$ cat config.mk
export PLATFORM = sky130hd
export DESIGN_NAME = kernel_loader
export DESIGN_NICKNAME = d
export VERILOG_FILES = /design/src/rtl/kernel_pkg.sv /design/src/rtl/kernel_shadow_regs.sv /design/src/rtl/kernel_loader.sv
export SDC_FILE = /design/constraint.sdc
export NUM_CORES = 1
export LEC_CHECK = 0
export CORE_UTILIZATION = 30
export DETAILED_ROUTE_END_ITERATION = 8
export PLACE_DENSITY_LB_ADDON = 0.05
export SYNTH_ARGS = -nofsm -noshare
export SYNTH_HDL_FRONTEND = slang
export SYNTH_SLANG_ARGS = --single-unit
$ cat constraint.sdc
create_clock -name clk -period 3.9 [get_ports clk]
set_input_delay 0.975 -clock clk [delete_from_list [all_inputs] [get_ports clk]]
set_output_delay 0.975 -clock clk [all_outputs]
set_load 0.01 [all_outputs]
$ cat src/rtl/kernel_pkg.sv
// Shared constants and types for the 3x3 convolution kernel store and datapath.
package kernel_pkg;

    localparam int KER_SIZE = 3;
    localparam int KER_TAPS = KER_SIZE * KER_SIZE;
    localparam int DATA_W   = 8;
    localparam int CNT_W    = $clog2(KER_TAPS);

    typedef logic [DATA_W-1:0] coef_t;

    typedef enum logic {
        IDLE = 1'b0,
        LOAD = 1'b1
    } ld_state_e;

    // Index of the final tap of a row-major kernel, sized for the tap counter.
    function automatic logic [CNT_W-1:0] last_tap_idx();
        return CNT_W'(KER_TAPS - 1);
    endfunction

endpackage

$ cat src/rtl/kernel_shadow_regs.sv
// Shadow coefficient file: one tap written per accepted beat, all taps read in parallel
// so the loader can commit a whole kernel in a single edge.
module kernel_shadow_regs
    import kernel_pkg::*;
(
    input  logic                         clk,
    input  logic                         rst,
    input  logic                         wr_en_i,
    input  logic [CNT_W-1:0]             wr_idx_i,
    input  logic [DATA_W-1:0]            wr_data_i,
    output logic [KER_TAPS*DATA_W-1:0]   rd_all_o
);

    logic [KER_TAPS-1:0][DATA_W-1:0] shadow_q;

    // Write one tap at the current index; reset clears the whole file.
    always_ff @(posedge clk) begin
        if (rst) begin
            shadow_q <= '0;
        end else if (wr_en_i) begin
            shadow_q[wr_idx_i] <= wr_data_i;
        end
    end

    assign rd_all_o = shadow_q;

endmodule

$ cat src/rtl/kernel_loader.sv
// Kernel loader: streams KER_TAPS coefficients into a shadow file and commits them
// atomically to the active taps, so the datapath never sees a partial kernel.
module kernel_loader
    import kernel_pkg::*;
(
    input  logic              clk,
    input  logic              rst,
    input  logic              load_start,
    input  logic              load_abort,
    input  logic              kin_valid,
    input  logic [DATA_W-1:0] kin_data,
    output logic              kin_ready,
    output logic [DATA_W-1:0] k0,
    output logic [DATA_W-1:0] k1,
    output logic [DATA_W-1:0] k2,
    output logic [DATA_W-1:0] k3,
    output logic [DATA_W-1:0] k4,
    output logic [DATA_W-1:0] k5,
    output logic [DATA_W-1:0] k6,
    output logic [DATA_W-1:0] k7,
    output logic [DATA_W-1:0] k8,
    output logic              kernel_valid,
    output logic              load_busy
);

    ld_state_e                        state_q, state_d;
    logic [CNT_W-1:0]                 cnt_q, cnt_d;
    logic [KER_TAPS-1:0][DATA_W-1:0]  k_q;
    logic                             kvalid_q;

    logic                             accept;
    logic                             last_beat;
    logic                             commit;
    logic [KER_TAPS*DATA_W-1:0]       shadow_all;
    logic [KER_TAPS-1:0][DATA_W-1:0]  shadow_taps;

    assign accept      = (state_q == LOAD) && kin_valid;
    assign last_beat   = accept && (cnt_q == last_tap_idx());
    assign shadow_taps = shadow_all;

    kernel_shadow_regs u_shadow (
        .clk       (clk),
        .rst       (rst),
        .wr_en_i   (accept),
        .wr_idx_i  (cnt_q),
        .wr_data_i (kin_data),
        .rd_all_o  (shadow_all)
    );

    // Next-state logic: a final beat commits even if abort arrives on the same edge;
    // otherwise abort beats any non-final beat and drops the partial load.
    always_comb begin
        state_d = state_q;
        cnt_d   = cnt_q;
        commit  = 1'b0;
        unique case (state_q)
            IDLE: begin
                if (load_start) begin
                    state_d = LOAD;
                    cnt_d   = '0;
                end
            end
            LOAD: begin
                if (last_beat) begin
                    commit  = 1'b1;
                    state_d = IDLE;
                    cnt_d   = '0;
                end else if (load_abort) begin
                    state_d = IDLE;
                    cnt_d   = '0;
                end else if (accept) begin
                    cnt_d   = cnt_q + CNT_W'(1);
                end
            end
            default: begin
                state_d = IDLE;
                cnt_d   = '0;
            end
        endcase
    end

    // State and tap counter registers.
    always_ff @(posedge clk) begin
        if (rst) begin
            state_q <= IDLE;
            cnt_q   <= '0;
        end else begin
            state_q <= state_d;
            cnt_q   <= cnt_d;
        end
    end

    // Active taps: the last tap comes straight from the input beat, the rest from shadow.
    always_ff @(posedge clk) begin
        if (rst) begin
            k_q      <= '0;
            kvalid_q <= 1'b0;
        end else if (commit) begin
            for (int i = 0; i < KER_TAPS - 1; i++) begin
                k_q[i] <= shadow_taps[i];
            end
            k_q[KER_TAPS-1] <= kin_data;
            kvalid_q        <= 1'b1;
        end
    end

    assign kin_ready    = (state_q == LOAD);
    assign load_busy    = (state_q == LOAD);
    assign kernel_valid = kvalid_q;

    assign k0 = k_q[0];
    assign k1 = k_q[1];
    assign k2 = k_q[2];
    assign k3 = k_q[3];
    assign k4 = k_q[4];
    assign k5 = k_q[5];
    assign k6 = k_q[6];
    assign k7 = k_q[7];
    assign k8 = k_q[8];

endmodule

* Yosys cells after proc, flatten, opt, wreduce, memory -nomap -nowiden
Cells that the tools add are included.
Operators by class: order comparisons 2, equal/unequal tests 3, multiply operators 0, bitwise gates (word level) 1, reduce and logical (&&, ||, !) cells 4, add/sub/neg operators 1, muxes and demuxes 14, divide/modulo/power cells 0, shifts and indexed selects 0
Operators with widths (number):
- $bwmux 72 | 1
- $demux 8 s4 | 1
- $mux 4 | 4
- $mux 8 | 1
- $pmux 4 s2 | 1
- $lt 4x5->1 const B | 1
- $mux 1 | 5
- $add 4x1->4 const B | 1
- $eq 4x4->1 const B | 1
- $ge 4x1->1 const B | 1
- $ne 4x2->1 const B | 1
- $logic_and 1x1->1 | 3
- $ne 2x2->1 const B | 1
- $pmux 1 s2 | 1
- $reduce_and 2->1 | 1
- $not 1->1 | 1
Storage, ports and cells: memory bits (writable) 0, latch bits 0, memories 0, output and inout bits 75, memory bits (read-only) 0, bits in registers 150

* Depth between registers and ports, before layout
Gate-level depths: netlist of the first run.
depth in word-level cells 5, gate-level depth with buffers 8, gate-level depth less buffers 5

* By module
Synthesis of the first run repeated with hierarchy kept, for this count alone.
Second synthesis, totals: cells, all modules 625, area total of the unflattened synthesis 5905.7 um^2
Modules (own cells, without submodules):
- kernel_loader | cells an instance 365, sequential area each 1561.5 um^2, area an instance 3020.4 um^2, instances 1
- kernel_shadow_regs | cells an instance 260, sequential area each 1441.4 um^2, area an instance 2885.3 um^2, instances 1

* Worst setup path before layout of the first run
OpenSTA, ideal clock, no wires.
path type input to register, start point input kin_valid, end point register kvalid_q, in the netlist kernel_valid, library setup time 0.128 ns, stages 7, arrival time 1.847 ns, slack 1.925 ns, required time 3.772 ns, cells stage by stage buf_4 -> and3_1 -> buf_4 -> buf_6 -> buf_6 -> a21oi_1 -> nor2_1
On the way: longest elaborated chain between the ends 4
Ends and longest elaborated chain:
- start: declaration | RTL line kernel_loader.sv:10 | input logic kin_valid,
- $logic_and 1x1->1 | RTL line kernel_loader.sv:37 | assign accept = (state_q == LOAD) && kin_valid;
- $logic_and 1x1->1 | RTL line kernel_loader.sv:38 | assign last_beat = accept && (cnt_q == last_tap_idx());
- $mux 1 | RTL line kernel_loader.sv:64 | if (last_beat) begin
- $mux 1 | RTL line kernel_loader.sv:56 | unique case (state_q)
- end signal: assignment | RTL line kernel_loader.sv:97 | kvalid_q <= 1'b0;
- end signal: assignment | RTL line kernel_loader.sv:103 | kvalid_q <= 1'b1;
- end: declaration | RTL line kernel_loader.sv:29 | logic kvalid_q;
No other way between the ends. A chain may end at the register's enable or synchronous reset.

* Worst setup path in the final report of the first run
start point input kin_valid, end point register k_q (netlist bit k6[6])
On the way: longest elaborated chain between the ends 4
Ends and longest elaborated chain:
- $logic_and 1x1->1 | RTL line kernel_loader.sv:37
- $logic_and 1x1->1 | RTL line kernel_loader.sv:38
- $mux 1 | RTL line kernel_loader.sv:64
- $mux 1 | RTL line kernel_loader.sv:56
- end signal: indexed assignment | RTL line kernel_loader.sv:100 | k_q[i] <= shadow_taps[i];
- end signal: indexed assignment | RTL line kernel_loader.sv:102 | k_q[KER_TAPS-1] <= kin_data;
- end: declaration | RTL line kernel_loader.sv:28 | logic [KER_TAPS-1:0][DATA_W-1:0] k_q;
No other way between the ends.

==> metrics.txt, run 1 <==
Crit. End Element flop; final hold violations 0; Crit path required time 4180 ps; Detail Route Antenna Nets 0; DR pass1 iterations 7; CP cell instances clkdlybuf4s50_1 > nand3_2 > buf_4 > o21ai_0 > a21oi_1; Power Dens Cells 468 nW/um2; Comb power frac 3.3%; Setup crit start kin_valid; pin count of the biggest net entering global routing 74; nets 732; register area share after synthesis 50.4%; crit-path max FO 31; synth cell count leaders 142 x dfxtp_1, 142 x nand3_1, 140 x a21oi_1; outcome finished with violations; total clock sinks 142; total internal power 2620 uW; Startpoint Class input pin; post-layout min period 2710 ps; CP Class in -> reg; 1st-iter DRT viols 344; die area 19300 um2; Site Rows 49; final period utilization 69.5%; Mapped Area 5640 um2; fin cells 955; Ys Warns 0; number of flops mapped to enable cells by yosys 0; Final GP Congestion 0.715; number of diodes 0; Crit Reg-Reg Startpoint cnt_q[3]$_SDFFE_PP0P_; Syn Nets 698; Layout area overhead 26.0%; share of post-route cells with drive strength above 1 6.89%; placed instance count 925; clk buf depth 2; global-route wire length before repair 27200 um; NetSw 703 uW; RSZ-0062 raised after global routing false; CTS tree done; register clock-pin slew on the reported worst setup and hold paths 60 ps; Peak supply drop 0.323 mV; largest area contributor in the netlist dfxtp_1; Synth Flop Type dfxtp_1; initial antenna violation count 0; CTS resizes 0; max incr delay on CP 700 ps; Clock Skews 9.84 ps; Core ar. 18200 um2; sequential power share 43.9%; clk_lat worst skew 430 ps; vias 5107; total CTS buffers 17; slowest cell on the critical path clkdlybuf4s50_1; io pins 88; share of the synthesized area in the top cell type 50.4%; Setup TNS 0 ps; FMAX 369 MHz; final slew viol count 0; HP Class reg -> reg; Port Buffer Count 87; hold_ws 463 ps; Post CTS Setup Buffer Count 0; switch share 21.1%; top cells by area, synth dfxtp_1 50%, nand3_1 13%, a21oi_1 12%; DRC 4; Mean Syn Cell Area 8.28 um2; violated checks design-rule violations; die height 139 um; P_leak 0.00220 uW; Critical Path AT 2990 ps; Max Cap Viol 0; root buffer cell clkbuf_16; final wirelength 16900 um; Final setup viols 0; Worst Hold Launch u_shadow.rd_all_o[2]$_SDFFE_PP0P_; Synth cell types 29; drt wl/cell 17.7 um; FF+latch count, synth 142; Mapped Cells 681; total grt overflow 0; Via-to-Cell Ratio 5.35; Initial Utilization 31.0%; die width 139 um; Clk pwr share 52.9%; GRT Total Usage 18.0%; CTS Hold Bufs 0; vias in the first global route 4924; HPWL after detailed placement 10000 um; Rel. slew slack 14.3%; Least-Margin Pin Slew 1290 ps; Async SR Flop Fraction 0%; H-tree Lvls 4
-- placed cells by master (no fill, tap or decap) --
| cell | netlist | routed |
|---|---|---|
| nand3_2 | 1 | 1 |
| a2111o_1 | 1 | 1 |
| dfxtp_1 | 142 | 142 |
| nand3_1 | 142 | 142 |
| o21ai_1 | 2 | 2 |
| clkbuf_8 | 0 | 1 |
| nand2_1 | 3 | 3 |
| and3b_1 | 1 | 1 |
| and2b_2 | 0 | 1 |
| nor2b_2 | 0 | 1 |
| clkinv_2 | 0 | 2 |
| nand2b_2 | 0 | 1 |
| and3_2 | 0 | 1 |
| a211o_1 | 1 | 1 |
| clkbuf_1 | 41 | 1 |
| bufinv_16 | 0 | 5 |
| buf_12 | 0 | 1 |
| buf_4 | 6 | 13 |
| or2_2 | 1 | 1 |
| nor2b_1 | 2 | 1 |
| o21ai_0 | 136 | 136 |
| inv_1 | 2 | 2 |
| nor2_2 | 0 | 1 |
| or4_1 | 1 | 1 |
| clkdlybuf4s50_1 | 0 | 86 |
| o2111ai_1 | 1 | 1 |
| a21oi_1 | 140 | 140 |
| nor4bb_1 | 1 | 1 |
| clkbuf_16 | 0 | 17 |
| clkinv_4 | 0 | 1 |
| clkinvlp_4 | 0 | 3 |
| and3_1 | 4 | 3 |
| ha_1 | 4 | 4 |
| o32ai_1 | 1 | 1 |
| a31oi_1 | 2 | 2 |
| o211ai_1 | 1 | 1 |
| nand2b_1 | 4 | 3 |
| nor2_1 | 2 | 1 |
-- area by class of cell --
type	instances	area, um2
clock inverters	11	191
repair buffers	100	978
multi-input cells	452	2350
well taps	229	287
fillers	1881	11100
clock buffers	19	443
flip-flops and latches	142	2840
inverters	2	7.51
-- power groups by stage --
stage	Clock [uW]	Sequential (uW)	Combinational, uW
detailed placement	0	1490	109
floorplan	0	1490	70.6
global placement	0	1490	108
CTS	1800	1460	109
global route	1860	1460	117
finish	1760	1460	108
-- metrics by stage --
stage / power, uW / instance area (um2) / util [%] / setup WS (ps)
after floorplan: 1560 / 5640 / - / 1930
after global placement: 1600 / 6470 / 35.5 / 796
after detailed placement: 1600 / 6470 / 35.5 / 774
after CTS: 3370 / 7100 / 39.0 / 1220
after global routing: 3440 / 7100 / 39.0 / 1030
final: 3330 / 7100 / 39.0 / 1190
-- flip-flops by register name (all words and copies together) (netlist names) --
signal and flops:
cnt_q 4, k0 8, k1 8, k2 8, k3 8, k4 8, k5 8, k6 8
k7 8, k8 8, kernel_valid 1, kin_ready 1, u_shadow.rd_all_o 64
-- path summary, 6_finish.rpt --
| kind | end | depth (start not counted) | slack [ps] |
|---|---|---|---|
| worst max-delay path | k6[6]$_SDFFE_PP0P_ | 5 | 1190 |
| worst min-delay path | k0[2]$_SDFFE_PP0P_ | 2 | 460 |
| worst max register to register | k6[7]$_SDFFE_PP0P_ | 4 | 1680 |
| worst min register to register | k0[2]$_SDFFE_PP0P_ | 2 | 460 |
-- per-layer routing --
layer / vias to the layer above / GRT usage, % / routed length (um)
li1: 2502 / - / -
met1: 2465 / 24.0 / 8160
met2: 121 / 28.4 / 7700
met3: 19 / 3.38 / 741
met4: 0 / 7.31 / 293
met5: - / 0 / 0
-- worst max-delay path: cells and delay by family --
family,cells,cell delay [ps]
AO/OA/AOI/OAI,2,270
buffers and inverters,2,1150
AND/OR/NAND/NOR,1,590
-- kinds of logic (layout without fill, tap and decap cells) --
logic type	Yosys count	count (layout)	synth area share (%)
AO/OA/AOI/OAI	285	285	25.7
AND/OR/NAND/NOR	163	163	14.9
flip-flops	142	142	50.4
buffers and inverters	87	132	8.04
adder cells (fa/ha/maj)	4	4	0.888
Note: power is estimated with default switching activity, not from simulation.
==> run 2: changes to the inputs <==
Clock period 3.9 ns to 2.3 ns, I/O delays scaled along.
==> run 2 against run 1 <==
Compared with the run above: the flow still finishes with violations (design-rule violations); clock skew barely moved; first-iteration DRC count fell by 17%; non-clock buffer count rose by 15; sequential power rose by 69%; largest cell class unchanged; clock power rose by 61%; via count fell by 0.57%; worst setup slack got worse by 790 ps; die area did not move; final cell count rose by 1.8%; critical endpoint is now k5[6]; largest power group unchanged; sequential share of layout area fell by 0.80 points; final area rose by 2.0%; highest routed layer unchanged.
==> metrics.txt, run 2 (synthesis results as in run 1) <==
register clock-pin slew on the reported worst setup and hold paths 50 ps; die width 139 um; DRC 3; number of diodes 0; GRT Total Usage 17.6%; die area 19300 um2; Site Rows 49; Crit path required time 1730 ps; fin cells 972; total grt overflow 0; setup ws final 394 ps; Setup WS pre-CTS 247 ps; final period utilization 82.9%; HPWL after detailed placement 9980 um; Setup TNS 0 ps; FMAX 525 MHz; DR pass1 iterations 9; DR WL met3 686 um; Crit. End Element output port; post-layout min period 1910 ps; root buffer cell clkbuf_16; Top Metal Used met4; Detail Route Antenna Nets 0; clk_lat worst skew 420 ps; pin count of the biggest net entering global routing 89; Port Buffer Count 87; Least-Margin Pin Slew 650 ps; H-tree Lvls 4; Buf/Inv on CP 1; Critical Path AT 1330 ps; met1 WL 7850 um; RSZ-0062 raised after global routing false; Max Cap Viol 0; Rel. slew slack 56.7%; max incr delay on CP 550 ps; final wirelength 16600 um; Clock Skews 9.75 ps; Crit path max-delay family buffers and inverters; global-route wire length before repair 26900 um; Initial Utilization 31.0%; nets 747; vias in the first global route 5014; Largest register FFs 64; Final Util 39.8%; CTS tree done; drt wl/cell 17.1 um; placed instance count 940; Startpoint Class flop; vias 5078; CP cell instances clkdlybuf4s50_1; HP Class reg -> reg; CP Class reg -> out; Power Dens Cells 762 nW/um2; die height 139 um; final hold violations 0; final slew viol count 0; violated checks design-rule violations; crit-path max FO 2; total clock sinks 142; Via-to-Cell Ratio 5.22; io pins 88; outcome finished with violations; Post CTS Setup Buffer Count 0; initial antenna violation count 0; CTS Hold Bufs 0; most frequent cells in the layout 142 x nand3_1, 142 x dfxtp_1, 140 x a21oi_1, 136 x o21ai_0, 86 x clkdlybuf4s50_1; CTS resizes 0; slowest cell on the critical path clkdlybuf4s50_1; share of post-route cells with drive strength above 1 9.15%; Power, Total 5520 uW; P_leak 0.00227 uW; Final GP Congestion 0.770; met2 routed WL 8010 um; Peak supply drop 0.483 mV; Final setup viols 0; clk buf depth 2; Core ar. 18200 um2; Layout area overhead 28.5%; total CTS buffers 17; 1st-iter DRT viols 284
-- run 2: changes by cell type in the layout (fill, tap and decap cells not counted), moves of 2 or more --
cell,delta
clkinvlp_4,+3
bufinv_16,-2
buf_12,+4
buf_4,+11
-- run 2: worst register-to-register path, delay by kind of cell (launching register included) --
kind	cells	cell delay [ps]
AND/OR/NAND/NOR	2	790
AO/OA/AOI/OAI	1	130
flip-flops	1	510
buffers and inverters	1	310
-- run 2: power by group --
group | internal [uW] | switching, uW
combinational | 60.6 | 144
clock | 1760 | 1080
sequential | 2470 | 4.46
-- run 2: final cells by class --
cell class / instances / area, um2
fill: 1803 / 11000
sequential: 142 / 2840
multi-input combinational: 452 / 2350
timing repair buffer: 115 / 1140
clock buffer: 19 / 453
tap: 229 / 287
clock inverter: 13 / 163
inverter: 2 / 7.51
-- run 2: per-stage QoR --
step           hold WS, ps  area [um2]
4_1_cts                464        7240
3_3_place_gp           447        6630
5_1_grt                491        7240
2_1_floorplan          440        5640
3_5_place_dp           456        6630
6_report               465        7240
-- run 2: path summary, 6_finish.rpt --
path,startpoint,endpoint,slack (ps),depth (start not counted)
max,k5[6]$_SDFFE_PP0P_,k5[6],390,1
min,u_shadow.rd_all_o[46]$_SDFFE_PP0P_,k5[6]$_SDFFE_PP0P_,460,2
max reg2reg,cnt_q[3]$_SDFFE_PP0P_,k2[5]$_SDFFE_PP0P_,490,4
min reg2reg,u_shadow.rd_all_o[46]$_SDFFE_PP0P_,k5[6]$_SDFFE_PP0P_,460,2
-- run 2: routing by layer --
layer / up-vias / global-route usage [%]
li1: 2528 / -
met1: 2439 / 22.5
met2: 109 / 29.3
met3: 2 / 3.35
met4: 0 / 7.08
met5: - / 0
==> run 3: changes to the inputs <==
Clock period 2.3 ns to 1.9 ns, I/O delays scaled along.
==> run 3 against run 2 <==
Compared with the run above: final area rose by 1.8%; clock power grew 20%; highest routed layer unchanged; clock skew shrank 3.1 ps; the run still ends with design-rule violations left; register-to-register slack worse by 190 ps; clock-buffer cell count rose by 3; global-route usage is 0.12 points higher; core utilization increased by 0.71 points.
==> metrics.txt, run 3 (synthesis results as in run 1) <==
RSZ-0062 raised after global routing false; Initial Utilization 31.0%; CTS Hold Bufs 0; FMAX 553 MHz; clk buf depth 2; final wirelength 16900 um; Power, Total 6650 uW; Final setup viols 0; total clock sinks 142; die width 139 um; Rel. slew slack 62.3%; Crit path max-delay family buffers and inverters; pin count of the biggest net entering global routing 72; die height 139 um; Power Dens Cells 902 nW/um2; final period utilization 95.1%; vias 5192; Core ar. 18200 um2; initial antenna violation count 0; H-tree Lvls 4; max incr delay on CP 560 ps; 1st-iter DRT viols 369; DRC 4; hold_ws 461 ps; nets 755; io pins 88; number of diodes 0; slowest cell on the critical path clkdlybuf4s50_1; vias in the first global route 5138; clk_lat worst skew 410 ps; total grt overflow 0; Crit. End Element output port; Detail Route Antenna Nets 0; global-route wire length before repair 27300 um; Startpoint Class flop; FF-to-FF setup slack 300 ps; Final GP Congestion 0.750; post-layout min period 1810 ps; share of post-route cells with drive strength above 1 9.85%; CTS resizes 0; Via-to-Cell Ratio 5.30; root buffer cell clkbuf_16; Layout area overhead 30.8%; Largest register FFs 64; Buf/Inv on CP 1; CP Class reg -> out; Crit path required time 1420 ps; Post CTS Setup Buffer Count 0; outcome finished with violations; total CTS buffers 17; Least-Margin Pin Slew 565 ps; P_leak 0.00234 uW; CP cell instances clkdlybuf4s50_1; Clock Skews 6.67 ps; Site Rows 49; Port Buffer Count 87; GRT Total Usage 17.8%; violated checks design-rule violations; setup ws final 93.1 ps; register clock-pin slew on the reported worst setup and hold paths 60 ps; Peak supply drop 0.650 mV; HP Class reg -> reg; die area 19300 um2; Setup WS pre-CTS -91.6 ps; drt wl/cell 17.2 um; Max Cap Viol 0; HPWL after detailed placement 10300 um; DR pass1 iterations 7; crit-path max FO 2; Setup TNS 0 ps; final hold violations 0; final slew viol count 0; Critical Path AT 1330 ps; CTS tree done; most frequent cells in the layout 142 x nand3_1, 142 x dfxtp_1, 140 x a21oi_1, 136 x o21ai_0, 86 x clkdlybuf4s50_1
run 3: cell types whose count changed in the layout (fill, tap and decap cells not counted):
| cell | previous run | this run |
|---|---|---|
| inv_6 | 1 | 0 |
| clkbuf_8 | 2 | 3 |
| clkinv_2 | 2 | 3 |
| buf_12 | 5 | 11 |
| clkbuf_1 | 0 | 2 |
| clkinvlp_4 | 6 | 3 |
| buf_4 | 24 | 26 |
run 3: layer usage:
layer  global-route usage (%)  vias to the layer above  routed length, um
met5                        0                        -                  0
met4                     6.14                        0                148
met3                     4.07                       11                735
met2                     29.9                      120               8200
met1                     22.3                     2511               7800
li1                         -                     2550                  -
run 3: through the flow:
| step | utilization, % | std cells | instance area (um2) |
|---|---|---|---|
| 5_1_grt | 40.5 | 980 | 7370 |
| 4_1_cts | 40.5 | 980 | 7370 |
| 3_5_place_dp | 37.1 | 948 | 6760 |
| 2_1_floorplan | - | 681 | 5640 |
| 6_report | 40.5 | 980 | 7370 |
| 3_3_place_gp | 37.1 | 948 | 6760 |
run 3: worst paths after layout:
check / start / endpoint / depth (start not counted)
worst max-delay path: k5[6]$_SDFFE_PP0P_ / k5[6] / 1
worst min-delay path: u_shadow.rd_all_o[27]$_SDFFE_PP0P_ / k3[3]$_SDFFE_PP0P_ / 2
worst max register to register: cnt_q[0]$_SDFFE_PP0P_ / k7[7]$_SDFFE_PP0P_ / 6
worst min register to register: u_shadow.rd_all_o[27]$_SDFFE_PP0P_ / k3[3]$_SDFFE_PP0P_ / 2
run 3: area by class of cell:
class / count / area [um2]
Fill cell: 1824 / 10800
Sequential cell: 142 / 2840
Multi-Input combinational cell: 452 / 2350
Timing Repair Buffer: 123 / 1280
Clock buffer: 22 / 474
Tap cell: 229 / 287
Clock inverter: 10 / 136
Inverter: 2 / 7.51
run 3: power breakdown:
| part | total (uW) | internal [uW] | switching (uW) |
|---|---|---|---|
| sequential | 2990 | 2990 | 5.09 |
| combinational | 262 | 83.6 | 178 |
| clock | 3400 | 2170 | 1240 |
| total | 6650 | 5240 | 1420 |
